<file path="config.mk">
export PLATFORM = sky130hd
export DESIGN_NAME = data_mem_ctl_flat
export DESIGN_NICKNAME = d
export VERILOG_FILES = /design/src/rtl/data_mem_ctl_pkg.sv /design/src/rtl/data_mem_ctl_if.sv /design/src/rtl/data_mem_ctl.sv /design/src/flat_wrapper.sv
export SDC_FILE = /design/constraint.sdc
export NUM_CORES = 2
export LEC_CHECK = 0
export ABC_AREA = 1
export CAP_MARGIN = 10
export CORE_MARGIN = 2
export CORE_UTILIZATION = 45
export DETAILED_ROUTE_END_ITERATION = 7
export SLEW_MARGIN = 20
export SYNTH_ARGS = -nofsm -noshare
export SYNTH_HDL_FRONTEND = slang
export SYNTH_SLANG_ARGS = --single-unit
</file>
<file path="constraint.sdc">
create_clock -name Clk -period 16.7 [get_ports Clk]
set_input_delay 5.01 -clock Clk [delete_from_list [all_inputs] [get_ports Clk]]
set_output_delay 5.01 -clock Clk [all_outputs]
set_load 0.02 [all_outputs]
</file>
<file path="src/rtl/data_mem_ctl_pkg.sv">
// Shared types for the data memory controller.
package data_mem_ctl_pkg;

  typedef enum logic {
    CLEAR = 1'b0,
    RUN   = 1'b1
  } state_t;

endpackage

</file>
<file path="src/rtl/data_mem_ctl_if.sv">
// Request/response bus between a requester and data_mem_ctl.
interface data_mem_ctl_if #(
  parameter int W = 8,
  parameter int A = 8
) ();

  logic         ReqValid;
  logic         ReqWrite;
  logic [A-1:0] Addr;
  logic [W-1:0] DataIn;
  logic         Ready;
  logic         Busy;
  logic         RspValid;
  logic [W-1:0] DataOut;
  logic [W-1:0] MonOut;

  modport master (
    output ReqValid, ReqWrite, Addr, DataIn,
    input  Ready, Busy, RspValid, DataOut, MonOut
  );

  modport slave (
    input  ReqValid, ReqWrite, Addr, DataIn,
    output Ready, Busy, RspValid, DataOut, MonOut
  );

endinterface

</file>
<file path="src/rtl/data_mem_ctl.sv">
// Single-port data memory with a post-reset zero-fill sequence and a
// registered 1-cycle read path; MonOut exposes one fixed word combinationally.
module data_mem_ctl
  import data_mem_ctl_pkg::*;
#(
  parameter int W            = 8,
  parameter int A            = 8,
  parameter int MON_ADDR     = 64,
  parameter int CLR_ON_RESET = 1
) (
  input  logic           Clk,
  input  logic           Reset,
  data_mem_ctl_if.slave  bus
);

  localparam int          DEPTH = 2**A;
  localparam logic [A-1:0] MON  = A'(MON_ADDR);
  localparam logic        CLR   = (CLR_ON_RESET != 0);

  logic [W-1:0] Core [DEPTH];

  state_t       state;
  logic [A-1:0] ClrCnt;
  logic         ready_q;
  logic         busy_q;
  logic         rsp_q;
  logic [W-1:0] dout_q;

  logic         ready;
  logic         accept;
  logic         wr_en;
  logic [A-1:0] wr_addr;
  logic [W-1:0] wr_data;

  // Reset overrides the registered flags in the same cycle it is asserted.
  assign ready  = ready_q && !Reset;
  assign accept = bus.ReqValid && ready;

  // Single write port shared by the clear sequence and accepted writes.
  always_comb begin
    wr_en   = 1'b0;
    wr_addr = bus.Addr;
    wr_data = bus.DataIn;
    if (!Reset) begin
      if (state == CLEAR) begin
        wr_en   = 1'b1;
        wr_addr = ClrCnt;
        wr_data = '0;
      end else if (accept && bus.ReqWrite) begin
        wr_en = 1'b1;
      end
    end
  end

  always_ff @(posedge Clk) begin
    if (wr_en) begin
      Core[wr_addr] <= wr_data;
    end
  end

  always_ff @(posedge Clk) begin
    if (Reset) begin
      state   <= CLR ? CLEAR : RUN;
      ClrCnt  <= '0;
      rsp_q   <= 1'b0;
      dout_q  <= '0;
      ready_q <= !CLR;
      busy_q  <= CLR;
    end else begin
      rsp_q <= 1'b0;
      case (state)
        CLEAR: begin
          ClrCnt <= ClrCnt + 1'b1;
          // Counter wrap is the exit: the last word is written on this edge.
          if (ClrCnt == '1) begin
            state   <= RUN;
            ready_q <= 1'b1;
            busy_q  <= 1'b0;
          end
        end
        RUN: begin
          if (accept && !bus.ReqWrite) begin
            rsp_q  <= 1'b1;
            dout_q <= Core[bus.Addr];
          end
        end
        default: state <= CLR ? CLEAR : RUN;
      endcase
    end
  end

  assign bus.Ready    = ready;
  assign bus.Busy     = Reset ? CLR : busy_q;
  assign bus.RspValid = rsp_q;
  assign bus.DataOut  = dout_q;
  assign bus.MonOut   = Core[MON];

endmodule

</file>
<file path="src/flat_wrapper.sv">
// flat-port wrapper written by rule: the top's interface ports become plain ports
module data_mem_ctl_flat import data_mem_ctl_pkg::*;
#(
  parameter int W            = 8,
  parameter int A            = 8,
  parameter int MON_ADDR     = 64,
  parameter int CLR_ON_RESET = 1
)
  (Clk, Reset, bus_ReqValid, bus_ReqWrite, bus_Addr, bus_DataIn, bus_Ready, bus_Busy, bus_RspValid, bus_DataOut, bus_MonOut);
  data_mem_ctl_if #(.W(W), .A(A)) bus_i ();
  input  logic Clk;
  input  logic Reset;
  input wire logic [$bits(bus_i.ReqValid)-1:0] bus_ReqValid;
  input wire logic [$bits(bus_i.ReqWrite)-1:0] bus_ReqWrite;
  input wire logic [$bits(bus_i.Addr)-1:0] bus_Addr;
  input wire logic [$bits(bus_i.DataIn)-1:0] bus_DataIn;
  output wire logic [$bits(bus_i.Ready)-1:0] bus_Ready;
  output wire logic [$bits(bus_i.Busy)-1:0] bus_Busy;
  output wire logic [$bits(bus_i.RspValid)-1:0] bus_RspValid;
  output wire logic [$bits(bus_i.DataOut)-1:0] bus_DataOut;
  output wire logic [$bits(bus_i.MonOut)-1:0] bus_MonOut;
  assign bus_i.ReqValid = bus_ReqValid;
  assign bus_i.ReqWrite = bus_ReqWrite;
  assign bus_i.Addr = bus_Addr;
  assign bus_i.DataIn = bus_DataIn;
  assign bus_Ready = bus_i.Ready;
  assign bus_Busy = bus_i.Busy;
  assign bus_RspValid = bus_i.RspValid;
  assign bus_DataOut = bus_i.DataOut;
  assign bus_MonOut = bus_i.MonOut;
  data_mem_ctl #(.W(W), .A(A), .MON_ADDR(MON_ADDR), .CLR_ON_RESET(CLR_ON_RESET)) u_core (.Clk(Clk), .Reset(Reset), .bus(bus_i));
endmodule
</file>
* Word-level counts from Yosys, hierarchy flattened *
Memories as Yosys holds them, arrays and structs flattened. A register that Yosys moved wholly into a read port is not among the register bits.
Cells that the tools add are included.

word-level totals
  memories = 1
  register bits after elaboration = 12
  bits in writable memories = 2048
  output and inout port bits = 19

memory list
  memory       words  bits a word  rd ports  clocked after memory_dff  wr ports  RTL line            text
  u_core.Core  256    8            2         1                         1         data_mem_ctl.sv:20  logic [W-1:0] Core [DEPTH];

operators by class
  add/sub/neg operators = 1
  eq/ne operators = 1
  bitwise operators = 1
  muxes and demuxes = 13
  reductions and logical operators = 9

operator list
  kind                                         number
  two-way mux 8 bit                            4
  two-way mux 1 bit                            9
  adder 8 x 1 -> 8 bit, second input constant  1
  equality test 8 bit, second input constant   1
  logical AND 1 bit                            4
  AND reduction 2 bit                          2
  logical NOT 1 bit                            2
  OR reduction 2 bit                           1
  inverter 1 bit                               1

* Longest topological paths before layout *
  depth after elaboration = 9
  gate-level depth with buffers = 17

* Worst setup path before layout *
No wires, ideal clock.

  kind = in2reg
  start point = in Reset
  end point = mem u_core.Core[0][0] (data pin)
  path buffers = 2
  library setup time = 1392 ps
  arrival = 11271 ps
  stages on the path = 4
  path slack = 4037 ps
  data required time = 15308 ps
  cell sequence = buf_6 -> nor2_8 -> buf_4 -> nor2_1

on the way
  longest elaborated chain between the ends = 1

RTL lines
  item                   RTL line            text
  from (decl)            flat_wrapper.sv:12  input logic Reset;
  two-way mux 8 bit      data_mem_ctl.sv:44  if (!Reset) begin
  via u_core.wr_data[0]  data_mem_ctl.sv:33  logic [W-1:0] wr_data;
  to (decl)              data_mem_ctl.sv:20

The timed path passes the listed nets, and every way through them passes these cells.

* Worst setup path after layout *
  start point = in Reset
  end point = out bus_Busy

on the way
  longest elaborated chain between the ends = 1

RTL lines
  item               RTL line            text
  two-way mux 1 bit  data_mem_ctl.sv:93  assign bus.Busy = Reset ? CLR : busy_q;
  to (decl)          flat_wrapper.sv:18  output wire logic [$bits(bus_i.Busy)-1:0] bus_Busy;

No other way between the ends.

==> flow_metrics.py <==
metrics = {
    "setup_path": {
        "r2r_start": "u_core.state$_SDFF_PP0_",
        "cp_common_cell": "clkdlybuf4s50_1",
        "crit_family": "buffers and inverters",
        "path_max_fanout": 19,
        "max_stage_delay_ns": 0.89,
        "worst-path-stages": 3,
        "end_kind": "primary output",
        "cp_data_arrival_time_ns": 6.97,
        "crit_start": "Reset",
        "crit_required_ns": 11.69,
        "cp_num_buf_inv": 2,
        "path_cells": "clkdlybuf4s50_1 > or2_2 > clkdlybuf4s50_1",
        "timing.rr.end": "u_core.Core[185][4]$_DFFE_PP_",
        "crit_path_start_kind": "input pin",
        "setup.worst_path.end": "bus_Busy",
        "r2r_slack_ns": 12.50,
        "crit_path_top_delay_cell": "clkdlybuf4s50_1",
        "ff2ff_path_depth": 5,
        "crit_type": "in -> out",
    },
    "min_path": {
        "hold_class": "reg -> reg",
        "holdPathStages": 2,
    },
    "route": {
        "ant_nets": 0,
        "drt_iter0_markers": 6622,
        "vias_per_cell": 5.62,
        "drc": 0,
        "vias": 54100,
        "dr.pass1.iters": 6,
        "wl_um": 228000,
        "wl_per_cell_um": 23.7,
    },
    "timing": {
        "finalWorstSetupSlack_ns": 4.72,
        "period_share_pct": 71.8,
        "finalClockSkew_ns": 0.0272,
        "relSlewSlack_pct": 15.9,
        "fmax_mhz": 83.4,
        "period_needed_ns": 11.98,
        "tightest_slew_ns": 1.26,
        "slew_viol_final": 0,
        "setup_viol": 0,
        "hold_violations": 0,
        "rsz0062_at_grt": "false",
        "setup_tns_ns": 0,
    },
    "yosys": {
        "synth_edf_count": 2048,
        "avgSynthCellArea_sq_um": 11.8,
        "ys_seq_elements": 2068,
        "synth_cell_types": 32,
        "synth.top_cell.area_share_pct": 72.9,
        "ys_seq_area_share_pct": 73.4,
        "yosysWarnings": 0,
        "synthArstFlopShare_pct": 0,
        "synth_ff_type": "edfxtp_1",
        "netlist_top_cells_area": "edfxtp_1 73%, nand3_1 12%, nand2_1 9.4%",
        "synth.most_common_cell": "nand2_1",
        "syn-cell-area_sq_um": 84300,
        "synth_fp_nets": 7149,
        "synth_area_leader_cell": "edfxtp_1",
        "synth_cells": 7128,
        "synth_common_cells": "2,119 x nand2_1, 2,048 x edfxtp_1, 2,030 x nand3_1",
    },
    "floorplan": {
        "core_sq_um": 186000,
        "die_x_um": 437,
        "ios": 39,
        "die_h_um": 437,
        "rows": 158,
        "dieArea_sq_um": 191000,
        "initial_core_util_pct": 45.4,
    },
    "clock_network": {
        "clock-root-buffer": "clkbuf_16",
        "clockBufferDepth": 3,
        "cts_sinks": 2068,
        "clk_latency_ns": 0.84,
        "cts_setup_buffers": 0,
        "holdBufCountCts": 0,
        "h-tree-depth": 4,
        "cts_tree": "yes",
        "cts_buffers": 205,
        "path_clk_slew_ns": 0.06,
        "cts.repair.resized": 0,
    },
    "place": {
        "place_ws_ns": 4.73,
        "gp_congestion": 0.816,
        "postPlaceCellArea_sq_um": 86300,
        "port_buffers": 38,
        "dp.cells": 9241,
        "dpl.hpwl_um": 121000,
    },
    "finish": {
        "multiInputGateArea_sq_um": 19900,
        "stdcell_count": 9623,
        "areaGrowthSynthToFinish_pct": 9.90,
        "nets": 6989,
        "design_area_sq_um": 92700,
        "post-route-util_pct": 49.9,
        "final.fill_count": 16100,
        "drive_above_1_share_pct": 6.05,
        "seq_area_sq_um": 61900,
    },
    "global_route": {
        "grt_overflow": 0,
        "grt_pass1_vias": 51100,
        "antenna_found_initial": 4,
        "grt_first_pass_wirelength_um": 338000,
        "track_usage_pct": 23.6,
        "grt_max_degree": 208,
    },
    "power": {
        "p_leak_uw": 0.0320,
        "ir_worst_vdd_uv": 92.9,
        "powerDensity_nw_per_um2": 117,
    },
    "outcome": {
        "status": "finished, final reports clean",
    },
    "run": {
        "cap_violations": 0,
    },
}
[stage by stage]
step	power [uW]	hold WS, ns
floorplan	6260	0.420
global placement	6470	0.448
detailed placement	6480	0.453
CTS	10900	0.467
global route	11100	0.506
finish	10800	0.467
[per-layer routing]
metal / GRT usage [%] / vias to the layer above / part of all wire (%)
met2: 37.0 / 2152 / 47
met1: 33.1 / 26600 / 42
li1: - / 25000 / -
met4: 8.86 / 0 / 3.6
met5: 0 / - / 0
met3: 3.77 / 374 / 7.3
[layout by cell type (no fill, tap or decap), types with 2 or more instances in the layout]
cell / synthesis / final
nand2_1: 2119 / 2113
edfxtp_1: 2048 / 2048
nand3_1: 2030 / 2027
nor2_1: 290 / 282
clkbuf_16: 0 / 206
buf_4: 47 / 74
clkbuf_1: 91 / 55
clkinv_1: 0 / 53
inv_1: 50 / 48
clkdlybuf4s50_1: 0 / 32
clkinv_2: 0 / 31
dfxtp_1: 20 / 20
nor2_4: 6 / 14
nand2_2: 8 / 14
bufinv_16: 0 / 14
nor3_1: 12 / 12
inv_2: 12 / 11
buf_12: 0 / 10
inv_6: 0 / 9
a21oi_1: 8 / 8
nor2_2: 7 / 7
clkbuf_8: 0 / 5
nand2_4: 4 / 4
o21ai_0: 4 / 4
diode_2: 0 / 3
nor2_8: 3 / 3
o21ai_4: 3 / 3
o21ai_2: 3 / 3
nand3_2: 0 / 3
nand4_1: 3 / 3
clkinv_8: 0 / 3
buf_8: 0 / 3
or2_2: 2 / 2
inv_8: 0 / 2
clkinv_16: 0 / 2
[tightest hold or removal path: cells and delay by family, from the launching register on]
| kind | cells | cell delay [ns] |
|---|---|---|
| buffers and inverters | 1 | 0.04 |
| flip-flops | 1 | 0.33 |
| AO/OA/AOI/OAI | 1 | 0.07 |
[cells by family (layout without fill, tap and decap cells)]
group                    after synthesis  count (layout)  share of synthesized area, %
AO/OA/AOI/OAI                         22              22                         0.196
adder cells (fa/ha/maj)                1               1                        0.0148
buffers and inverters                551             563                          3.16
flip-flops                          2068            2068                          73.4
other                                  0               3                             0
AND/OR/NAND/NOR                     4486            4486                          23.2
[layout make-up]
type	instances	share of cell area (%)
flip-flops and latches	2068	66.8
multi-input cells	4509	21.4
clock buffers	266	5.86
well taps	2480	3.35
repair buffers	121	1.23
clock inverters	113	1.05
inverters	63	0.292
diodes	3	0.00810
[how the worst min path moves through the flow]
stage / from / to / slack (ns)
global placement: u_core.busy_q$_SDFFE_PP1P_ / u_core.busy_q$_SDFFE_PP1P_ / 0.45
detailed placement: u_core.busy_q$_SDFFE_PP1P_ / u_core.busy_q$_SDFFE_PP1P_ / 0.45
CTS: u_core.busy_q$_SDFFE_PP1P_ / u_core.busy_q$_SDFFE_PP1P_ / 0.47
finish: u_core.busy_q$_SDFFE_PP1P_ / u_core.busy_q$_SDFFE_PP1P_ / 0.47
global route: u_core.ready_q$_SDFFE_PP0P_ / u_core.ready_q$_SDFFE_PP0P_ / 0.51
floorplan: u_core.busy_q$_SDFFE_PP1P_ / u_core.busy_q$_SDFFE_PP1P_ / 0.42
[power by group]
group / switching (uW) / internal (uW) / total (uW)
clock network: 1960 / 2500 / 4460
registers: 2.34 / 5720 / 5720
logic: 509 / 143 / 652
total: 2470 / 8360 / 10800
[registers in the layout (all words and copies together) (netlist names)]
name / cells
u_core.Core: 2048
u_core.ClrCnt: 8
u_core.bus.DataOut: 8
u_core.bus.RspValid: 1
u_core.busy_q: 1
u_core.ready_q: 1
u_core.state: 1
Note: power is estimated with default switching activity, not from simulation.
